$ cat src/rtl/ranger_pkg.sv
// ranger_pkg: shared types and constants for the ultrasonic ranger.
//   state_t        - ranger FSM states
//   *_DEF          - default timing and speed-band constants (100 MHz clk)
//   CARRIER_PERIOD - PWM carrier period, shared with the motor PWM stage
//   band_pw()      - maps an echo count to a PWM compare value
package ranger_pkg;

    typedef enum logic [2:0] {
        IDLE,
        TRIG,
        WAIT_RISE,
        MEASURE,
        DONE
    } state_t;

    localparam int CYC_W = 22;   // echo / timer counter width
    localparam int PER_W = 23;   // period counter width
    localparam int PW_W  = 19;   // PWM compare width

    localparam int unsigned TRIG_CYCLES_DEF    = 1000;
    localparam int unsigned PERIOD_CYCLES_DEF  = 6_000_000;
    localparam int unsigned TIMEOUT_CYCLES_DEF = 3_802_000;
    localparam int unsigned BAND1_DEF          = 475250;
    localparam int unsigned BAND2_DEF          = 950500;
    localparam int unsigned BAND3_DEF          = 1425750;
    localparam int unsigned PW_STEP_DEF        = 62500;
    localparam int unsigned CARRIER_PERIOD     = 250000;

    // Nearer obstacle -> shorter echo -> slower motor. Anything beyond the
    // third band runs at full carrier.
    function automatic logic [PW_W-1:0] band_pw(
        input logic [CYC_W-1:0] n,
        input logic [CYC_W-1:0] b1,
        input logic [CYC_W-1:0] b2,
        input logic [CYC_W-1:0] b3,
        input logic [PW_W-1:0]  step
    );
        if (n <= b1)      return step;
        else if (n <= b2) return step + step;
        else if (n <= b3) return step + step + step;
        else              return PW_W'(CARRIER_PERIOD);
    endfunction

endpackage

$ cat src/rtl/sync_edge.sv
// sync_edge: two-flop synchroniser for an asynchronous input plus a
// registered previous value for edge detection.
//   clk, rst - clock, asynchronous active-high reset
//   d        - asynchronous input
//   level    - synchronised level
//   rise     - one-cycle pulse on a synchronised 0->1 transition
//   fall     - one-cycle pulse on a synchronised 1->0 transition
module sync_edge (
    input  logic clk,
    input  logic rst,
    input  logic d,
    output logic level,
    output logic rise,
    output logic fall
);

    logic meta;
    logic sync;
    logic prev;

    always_ff @(posedge clk or posedge rst) begin
        if (rst) begin
            meta <= 1'b0;
            sync <= 1'b0;
            prev <= 1'b0;
        end else begin
            meta <= d;
            sync <= meta;
            prev <= sync;
        end
    end

    assign level = sync;
    assign rise  = sync & ~prev;
    assign fall  = ~sync & prev;

endmodule

$ cat src/rtl/ultrasonic_ranger.sv
// ultrasonic_ranger: fires the HC-SR04 trigger every PERIOD_CYCLES, times
// the echo pulse and turns the result into a PWM compare value.
//   clk, rst    - 100 MHz clock, asynchronous active-high reset
//   echo        - raw sensor echo (asynchronous)
//   enable      - motor enable; low forces pulse_width to 0
//   trig        - sensor trigger
//   echo_cycles - last measured echo high time (clk cycles)
//   pulse_width - PWM compare value (0 .. CARRIER_PERIOD)
//   valid       - one-cycle strobe when a result is published
//   timeout     - last result was a timeout
module ultrasonic_ranger
    import ranger_pkg::*;
#(
    parameter int unsigned TRIG_CYCLES    = TRIG_CYCLES_DEF,
    parameter int unsigned PERIOD_CYCLES  = PERIOD_CYCLES_DEF,
    parameter int unsigned TIMEOUT_CYCLES = TIMEOUT_CYCLES_DEF,
    parameter int unsigned BAND1          = BAND1_DEF,
    parameter int unsigned BAND2          = BAND2_DEF,
    parameter int unsigned BAND3          = BAND3_DEF,
    parameter int unsigned PW_STEP        = PW_STEP_DEF
) (
    input  logic             clk,
    input  logic             rst,
    input  logic             echo,
    input  logic             enable,
    output logic             trig,
    output logic [CYC_W-1:0] echo_cycles,
    output logic [PW_W-1:0]  pulse_width,
    output logic             valid,
    output logic             timeout
);

    localparam logic [CYC_W-1:0] TRIG_LAST = CYC_W'(TRIG_CYCLES - 1);
    localparam logic [CYC_W-1:0] TIMEOUT   = CYC_W'(TIMEOUT_CYCLES);
    localparam logic [PER_W-1:0] PER_LAST  = PER_W'(PERIOD_CYCLES - 1);

    state_t           state;
    state_t           state_next;
    logic [PER_W-1:0] period_cnt;
    logic             period_wrap;
    logic [CYC_W-1:0] timer;
    logic [CYC_W-1:0] timer_next;
    logic [CYC_W-1:0] timer_inc;
    logic             load_result;
    logic             result_timeout;
    logic             echo_level;
    logic             echo_rise;
    logic             echo_fall;

    sync_edge u_echo_sync (
        .clk   (clk),
        .rst   (rst),
        .d     (echo),
        .level (echo_level),
        .rise  (echo_rise),
        .fall  (echo_fall)
    );

    // Free-running from reset, so it reads 0 on every trigger start and the
    // first trigger lands PERIOD_CYCLES after reset release.
    assign period_wrap = (period_cnt == PER_LAST);

    always_ff @(posedge clk or posedge rst) begin
        if (rst) period_cnt <= '0;
        else     period_cnt <= period_wrap ? '0 : period_cnt + PER_W'(1);
    end

    always_ff @(posedge clk or posedge rst) begin
        if (rst) begin
            state <= IDLE;
            timer <= '0;
        end else begin
            state <= state_next;
            timer <= timer_next;
        end
    end

    assign timer_inc = timer + CYC_W'(1);

    // One timer serves as trigger-length counter, rise-wait timer and echo
    // count; it is cleared on every state change that needs it.
    always_comb begin
        state_next     = state;
        timer_next     = timer;
        load_result    = 1'b0;
        result_timeout = 1'b0;
        unique case (state)
            IDLE: begin
                timer_next = '0;
                if (period_wrap) state_next = TRIG;
            end
            TRIG: begin
                if (timer == TRIG_LAST) begin
                    state_next = WAIT_RISE;
                    timer_next = '0;
                end else begin
                    timer_next = timer_inc;
                end
            end
            WAIT_RISE: begin
                if (echo_rise) begin
                    state_next = MEASURE;
                    timer_next = CYC_W'(1);
                end else if (timer_inc == TIMEOUT) begin
                    state_next     = DONE;
                    load_result    = 1'b1;
                    result_timeout = 1'b1;
                end else begin
                    timer_next = timer_inc;
                end
            end
            MEASURE: begin
                if (echo_fall) begin
                    state_next  = DONE;
                    load_result = 1'b1;
                end else if (echo_level) begin
                    if (timer_inc == TIMEOUT) begin
                        state_next     = DONE;
                        load_result    = 1'b1;
                        result_timeout = 1'b1;
                    end else begin
                        timer_next = timer_inc;
                    end
                end
            end
            DONE: begin
                state_next = IDLE;
                timer_next = '0;
            end
            default: begin
                state_next = IDLE;
                timer_next = '0;
            end
        endcase
    end

    // Results are loaded on the edge into DONE so they are already visible
    // while valid is high.
    always_ff @(posedge clk or posedge rst) begin
        if (rst) begin
            echo_cycles <= '0;
            timeout     <= 1'b0;
            pulse_width <= '0;
        end else begin
            if (load_result) begin
                echo_cycles <= result_timeout ? TIMEOUT : timer;
                timeout     <= result_timeout;
            end
            if (!enable) begin
                pulse_width <= '0;
            end else if (load_result) begin
                pulse_width <= result_timeout ? PW_W'(CARRIER_PERIOD)
                             : band_pw(timer, CYC_W'(BAND1), CYC_W'(BAND2),
                                       CYC_W'(BAND3), PW_W'(PW_STEP));
            end
        end
    end

    assign trig  = (state == TRIG);
    assign valid = (state == DONE);

endmodule

$ cat config.mk
export PLATFORM = sky130hd
export DESIGN_NAME = ultrasonic_ranger
export DESIGN_NICKNAME = d
export VERILOG_FILES = /design/src/rtl/ranger_pkg.sv /design/src/rtl/sync_edge.sv /design/src/rtl/ultrasonic_ranger.sv
export SDC_FILE = /design/constraint.sdc
export NUM_CORES = 1
export LEC_CHECK = 0
export CAP_MARGIN = 20
export CORE_UTILIZATION = 26
export DETAILED_ROUTE_END_ITERATION = 10
export REMOVE_ABC_BUFFERS = 1
export SYNTH_ARGS = -nofsm -noshare
export SYNTH_HDL_FRONTEND = slang
export SYNTH_SLANG_ARGS = --single-unit
$ cat constraint.sdc
create_clock -name clk -period 3 [get_ports clk]
set_clock_uncertainty 0.1 [all_clocks]
set_input_delay 0.6 -clock clk [delete_from_list [all_inputs] [get_ports clk]]
set_output_delay 0.6 -clock clk [all_outputs]
set_load 0.01 [all_outputs]
# After elaboration in Yosys (flattened, before gate mapping)
# Index checks and enable logic that the tools add are counted.
[totals] in_bits=4 reg_bits=93
[classes] n_addsub=2 n_mux=28 n_lt_le_gt_ge=3 n_reduce_logical=3 n_bitwise=4 eq_ne=13
[op_table] op="two-way mux 22 bit" n=6
[op_table] op="one-hot mux 22 bit (3 select lines)" n=1
[op_table] op="two-way mux 19 bit" n=3
[op_table] op="two-way mux 18 bit" n=2
[op_table] op="adder 23 x 1 -> 23 bit (second input constant)" n=1
[op_table] op="equality test 23 bit (second input constant)" n=1
[op_table] op="two-way mux 23 bit" n=1
[op_table] op="adder 22 x 1 -> 22 bit (second input constant)" n=1
[op_table] op="equality test 22 x 10 -> 1 bit (second input constant)" n=1
[op_table] op="equality test 22 bit (second input constant)" n=1
[op_table] op="less-or-equal comparator 22 x 19 -> 1 bit (second input constant)" n=1
[op_table] op="less-or-equal comparator 22 x 20 -> 1 bit (second input constant)" n=1
[op_table] op="less-or-equal comparator 22 x 21 -> 1 bit (second input constant)" n=1
[op_table] op="two-way mux 3 bit" n=6
[op_table] op="two-way mux 17 bit" n=1
[op_table] op="one-hot mux 3 bit (4 select lines)" n=1
[op_table] op="equality test 3 x 2 -> 1 bit (second input constant)" n=2
[op_table] op="!= test 2 x 1 -> 1 bit (second input constant)" n=3
[op_table] op="two-way mux 1 bit" n=5
[op_table] op="!= test 2 bit (second input constant)" n=2
[op_table] op="one-hot mux 1 bit (2 select lines)" n=2
[op_table] op="equality test 3 x 1 -> 1 bit (second input constant)" n=1
[op_table] op="equality test 3 bit (second input constant)" n=1
[op_table] op="zero test 3 bit" n=1
[op_table] op="5 further kinds" n=7

# Depth between registers and ports, before layout
[depth] word_depth=9 depth_mapped=12 ltp_nobuf=10

# Hierarchy
# From an unflattened synthesis, not the netlist that was laid out.
[unflattened] hier_cells=489 hier_area_um2=4548.1
[by_module_without_submodules] mod="ultrasonic_ranger" cells_each=483 n_inst=1 area_each_um2=4454.3
[by_module_without_submodules] mod="sync_edge" cells_each=6 n_inst=1 area_each_um2=93.8

# Worst setup path before layout
# OpenSTA, ideal clock, no wires.
[synth_timing] path_type="reg-to-reg" from="register timer[1]" to="register echo_cycles[17]" setup_time_ns=0.121 required_time_ns=2.779 path_slack_ns=0.219 synth_period_minus_slack_ns=2.781 path_stages_with_launch=13 t_arrival_ns=2.560 path_cell_list="dfrtp_1 -> ha_1 -> nand3_1 -> or3_1 -> or2_1 -> buf_6 -> mux2i_4 -> o211ai_2 -> nor3_4 -> nor2_4 -> inv_2 -> buf_6 -> o22a_1"
[synth_via] elab_chain_len=7 word_cells_on_any_way=10
[synth_lines] item="from (decl)" line="ultrasonic_ranger.sv:41" rtl="logic [CYC_W-1:0] timer;"
[synth_lines] item="from (signal assigned)" line="ultrasonic_ranger.sv:74" rtl="timer <= timer_next;"
[synth_lines] item="adder 22 x 1 -> 22 bit *" line="ultrasonic_ranger.sv:78" rtl="assign timer_inc = timer + CYC_W'(1);"
[synth_lines] item="equality test 22 bit *" line="ultrasonic_ranger.sv:104, ultrasonic_ranger.sv:117"
[synth_lines] item="two-way mux 1 bit *" line="ultrasonic_ranger.sv:104, ultrasonic_ranger.sv:117"
[synth_lines] item="two-way mux 1 bit" line="ultrasonic_ranger.sv:116" rtl="end else if (echo_level) begin"
[synth_lines] item="two-way mux 1 bit" line="ultrasonic_ranger.sv:113" rtl="if (echo_fall) begin"
[synth_lines] item="one-hot mux 1 bit (2 select lines)" line="ultrasonic_ranger.sv:87" rtl="unique case (state)"
[synth_lines] item="two-way mux 22 bit" line="ultrasonic_ranger.sv:146" rtl="echo_cycles <= result_timeout ? TIMEOUT : timer;"
[synth_lines] item="to (signal assigned)" line="ultrasonic_ranger.sv:146"
[synth_lines] item="to (decl)" line="ultrasonic_ranger.sv:27" rtl="output logic [CYC_W-1:0] echo_cycles,"
# Every way passes the cells marked *; elsewhere a longest branch is shown, timed or not.
# A chain may end at the register's enable or synchronous reset.

# Worst setup path in the final report
[layout_timing] from="register timer[10]" to="register echo_cycles[3]"
# The elaborated chain is that of the path after synthesis.

==> results by group <==
Setup path
  – CP endpoint kind: flop
  – Arr. time, crit path: 2960 ps
  – Worst setup SP type: flop
  – Crit Path Max Fanout: 12
  – CP Class: reg2reg
  – CP required: 3140 ps

Finish
  – Fin util: 0.327
  – Area growth syn-to-layout: 23.3%
  – Final #Nets: 548
  – # fillers: 1786
  – Ant diodes: 0
  – Share of layout cells above drive strength 1: 0.134
  – Final Non-Filler Cells: 771

Logic synthesis
  – Ys flop type: dfrtp_1
  – Xor and xnor area share after synthesis: 0.0496
  – Area leader, netlist: dfrtp_1
  – Post-synthesis average cell area: 9.31 um^2
  – Library cells used by synthesis: 67
  – Mapped Cells: 493
  – Largest family of logic cells by synthesized area: simple AND/OR/NAND/NOR gates
  – Mux cell area share after synthesis: 0.0136
  – Yosys top cell area share: 0.447
  – Ranking of synthesized cells by area: dfrtp_1, nand2_1, nor2_1
  – Post-Syn Area: 4590 um^2
  – Seq/Total Area, Yosys: 0.447
  – Adder-cell share of the synthesized area: 0.00818
  – FFs w/ async S/R, synth: 1.00
  – Syn. warnings: 0
  – Number of synthesized flops with an enable pin: 0
  – Complex-gate fraction of the synthesized area: 0.175
  – Synth Area in Simple Gates: 0.241
  – #FFs+latches synth: 82

Clock tree
  – CTS buffer count: 9
  – Cts repair resizes: 0
  – Clk sinks: 82
  – Post-CTS setup buffer count: 0
  – Hold-fix buffers at CTS: 0
  – Number of H-tree levels: 3
  – Clock-pin slew on the worst setup and hold paths: 70 ps
  – CTS tree: done
  – Root Driver: clkbuf_16
  – Clock buffer depth: 2
  – Clock Latency Late Sink: 350 ps

Drt
  – Drc violations: 0
  – 1st-pass router iterations: 5
  – WL per Instance: 16.7 um
  – Via-per-instance ratio: 5.09
  – Post-DRT Antenna Nets: 0
  – First-iteration detailed-routing DRC count: 264
  – DR vias: 3927
  – Post-Route WL: 12900 um

STA
  – RSZ-0062 raised after global routing: no
  – Final hold vios: 0
  – Slew @ Worst Pin: 619 ps
  – Tcrit/Tclk final: 0.942
  – Rel. slew slack: 0.587
  – Final worst path period need: 2830 ps
  – Slew Viols, Final: 0
  – Fmax: 0.354 GHz
  – Hold Slack: 256 ps
  – Final setup viols: 0

GRT
  – Global-route wire length before repair: 20900 um
  – Total global routing track utilization: 0.147
  – GRT overflow: 0
  – Number of global-route vias before repair: 3834
  – Pin count of the biggest net entering global routing: 58
  – Initial antenna violation count: 0

Floorplan
  – Row count: 48
  – I/O Pins: 48
  – Die area: 18200 um^2
  – Die width: 135 um
  – CORE AREA: 17300 um^2
  – Initial Util: 0.265
  – Die H: 135 um

Job
  – Max Cap Viol: 0

Placed design
  – Final GP Congestion: 0.923
  – Port Buf Inserts: 42
  – Placed instance count: 755
  – HPWL after detailed placement: 9320 um

Power
  – Peak VDD IR: 0.266 mV
  – Leakage: 2.36 nW
  – Final Total Pwr: 2.23 mW
  – Power Density: 393 nW/um^2

Worst hold path
  – Worst hold path type: reg2reg

Status
  – Status: complete, no violations
## area by class of cell
| cell class | instances | area (um^2) | share of cell area |
|---|---|---|---|
| sequential | 82 | 2050 | 0.363 |
| multi-input combinational | 359 | 2270 | 0.401 |
| timing repair buffer | 79 | 731 | 0.129 |
| clock inverter | 7 | 58.8 | 0.0104 |
| inverter | 10 | 38.8 | 0.00686 |
| tap | 225 | 282 | 0.0498 |
| clock buffer | 9 | 225 | 0.0398 |
## worst paths after layout
path,start,endpoint,slack (ps),depth (start not counted)
setup / recovery,timer[10],echo_cycles[3],170,9
hold / removal,u_echo_sync.meta,u_echo_sync.level,260,0
setup reg to reg,timer[10],echo_cycles[3],170,9
hold reg to reg,u_echo_sync.meta,u_echo_sync.level,260,0
max in group asynchronous,rst,timer[10],1650,3
min in group asynchronous,rst,period_cnt[1],470,2
## critical path: stages (launching register included)
cell and delay, ps:
dfrtp_2 440, nand4_2 230, or4_4 610, xnor2_1 200, and4_4 280, o211ai_2 130, nor3_4 260, nor2_4 90
buf_6 180, a22o_1 190
## registers in the layout, indices dropped and copies added (netlist names), 3 cells and up
register / count
echo_cycles: 22
period_cnt: 23
pulse_width: 8
state: 3
timer: 22
## Yosys cell counts, types with 4 or more instances
| cell type | n |
|---|---|
| o31ai_1 | 4 |
| nor4_1 | 4 |
| nor3b_1 | 6 |
| a22o_1 | 14 |
| nand4_1 | 15 |
| a31oi_1 | 13 |
| clkbuf_1 | 20 |
| inv_1 | 9 |
| nor2_1 | 45 |
| nand3_1 | 18 |
| o41ai_1 | 5 |
| xnor2_1 | 9 |
| buf_2 | 4 |
| xor2_1 | 17 |
| nand2b_1 | 7 |
| and4_1 | 4 |
| nand4b_1 | 4 |
| dfrtp_1 | 82 |
| buf_1 | 4 |
| o21ai_0 | 18 |
| nor2b_1 | 7 |
| or3_1 | 6 |
| nand2_1 | 54 |
| o22a_1 | 6 |
| o21a_1 | 4 |
| a21oi_1 | 19 |
| and3_1 | 6 |
| buf_4 | 15 |
| mux2i_1 | 4 |
| nor3_1 | 16 |
## layout by cell type, fill, tap and decap left out, drive strengths merged, types with 7 or more instances in the layout
master	Yosys	routed
xor2	17	17
nor2	46	46
nand2b	7	7
dfrtp	82	82
nor2b	7	7
a31oi	13	13
clkdlybuf4s50	0	42
nand3	18	18
nor3	17	17
clkbuf	20	9
a21oi	21	21
a22o	14	14
buf	26	37
xnor2	9	9
nand2	54	54
nand4	17	17
o21ai	18	18
inv	10	14
## power by group
part           switching (mW)  internal, mW  total (mW)  leakage (nW)
logic                  0.0291       0.00823      0.0374          1.10
registers             0.00228          1.11        1.11          1.12
clock network           0.502         0.577        1.08         0.139
## cell families after synthesis
kind of cell | Yosys count
and+or+nand+nor | 209
buffers and inverters | 56
muxes | 5
adders and majority gates | 3
xor gates and xnor gates | 26
other | 1
AOI/OAI and AO/OA | 111
DFF | 82
## routing by layer
layer | vias to the layer above | routed length [um] | track usage
met3 | 17 | 611 | 0.0360
met4 | 0 | 182 | 0.0387
met2 | 90 | 6330 | 0.247
met1 | 1936 | 5730 | 0.190
li1 | 1884 | - | -
met5 | - | 0 | 0
## stage by stage
| stage | setup slack (ps) | instance area (um^2) | setup TNS [ps] |
|---|---|---|---|
| after floorplan | -246 | 4350 | -3300 |
| after global placement | 77.5 | 5350 | 0 |
| after detailed placement | 53.7 | 5350 | 0 |
| after CTS | 42.9 | 5640 | 0 |
| after global routing | 12.2 | 5660 | 0 |
| final | 173 | 5660 | 0 |
Power figures use the tool's default switching activity.
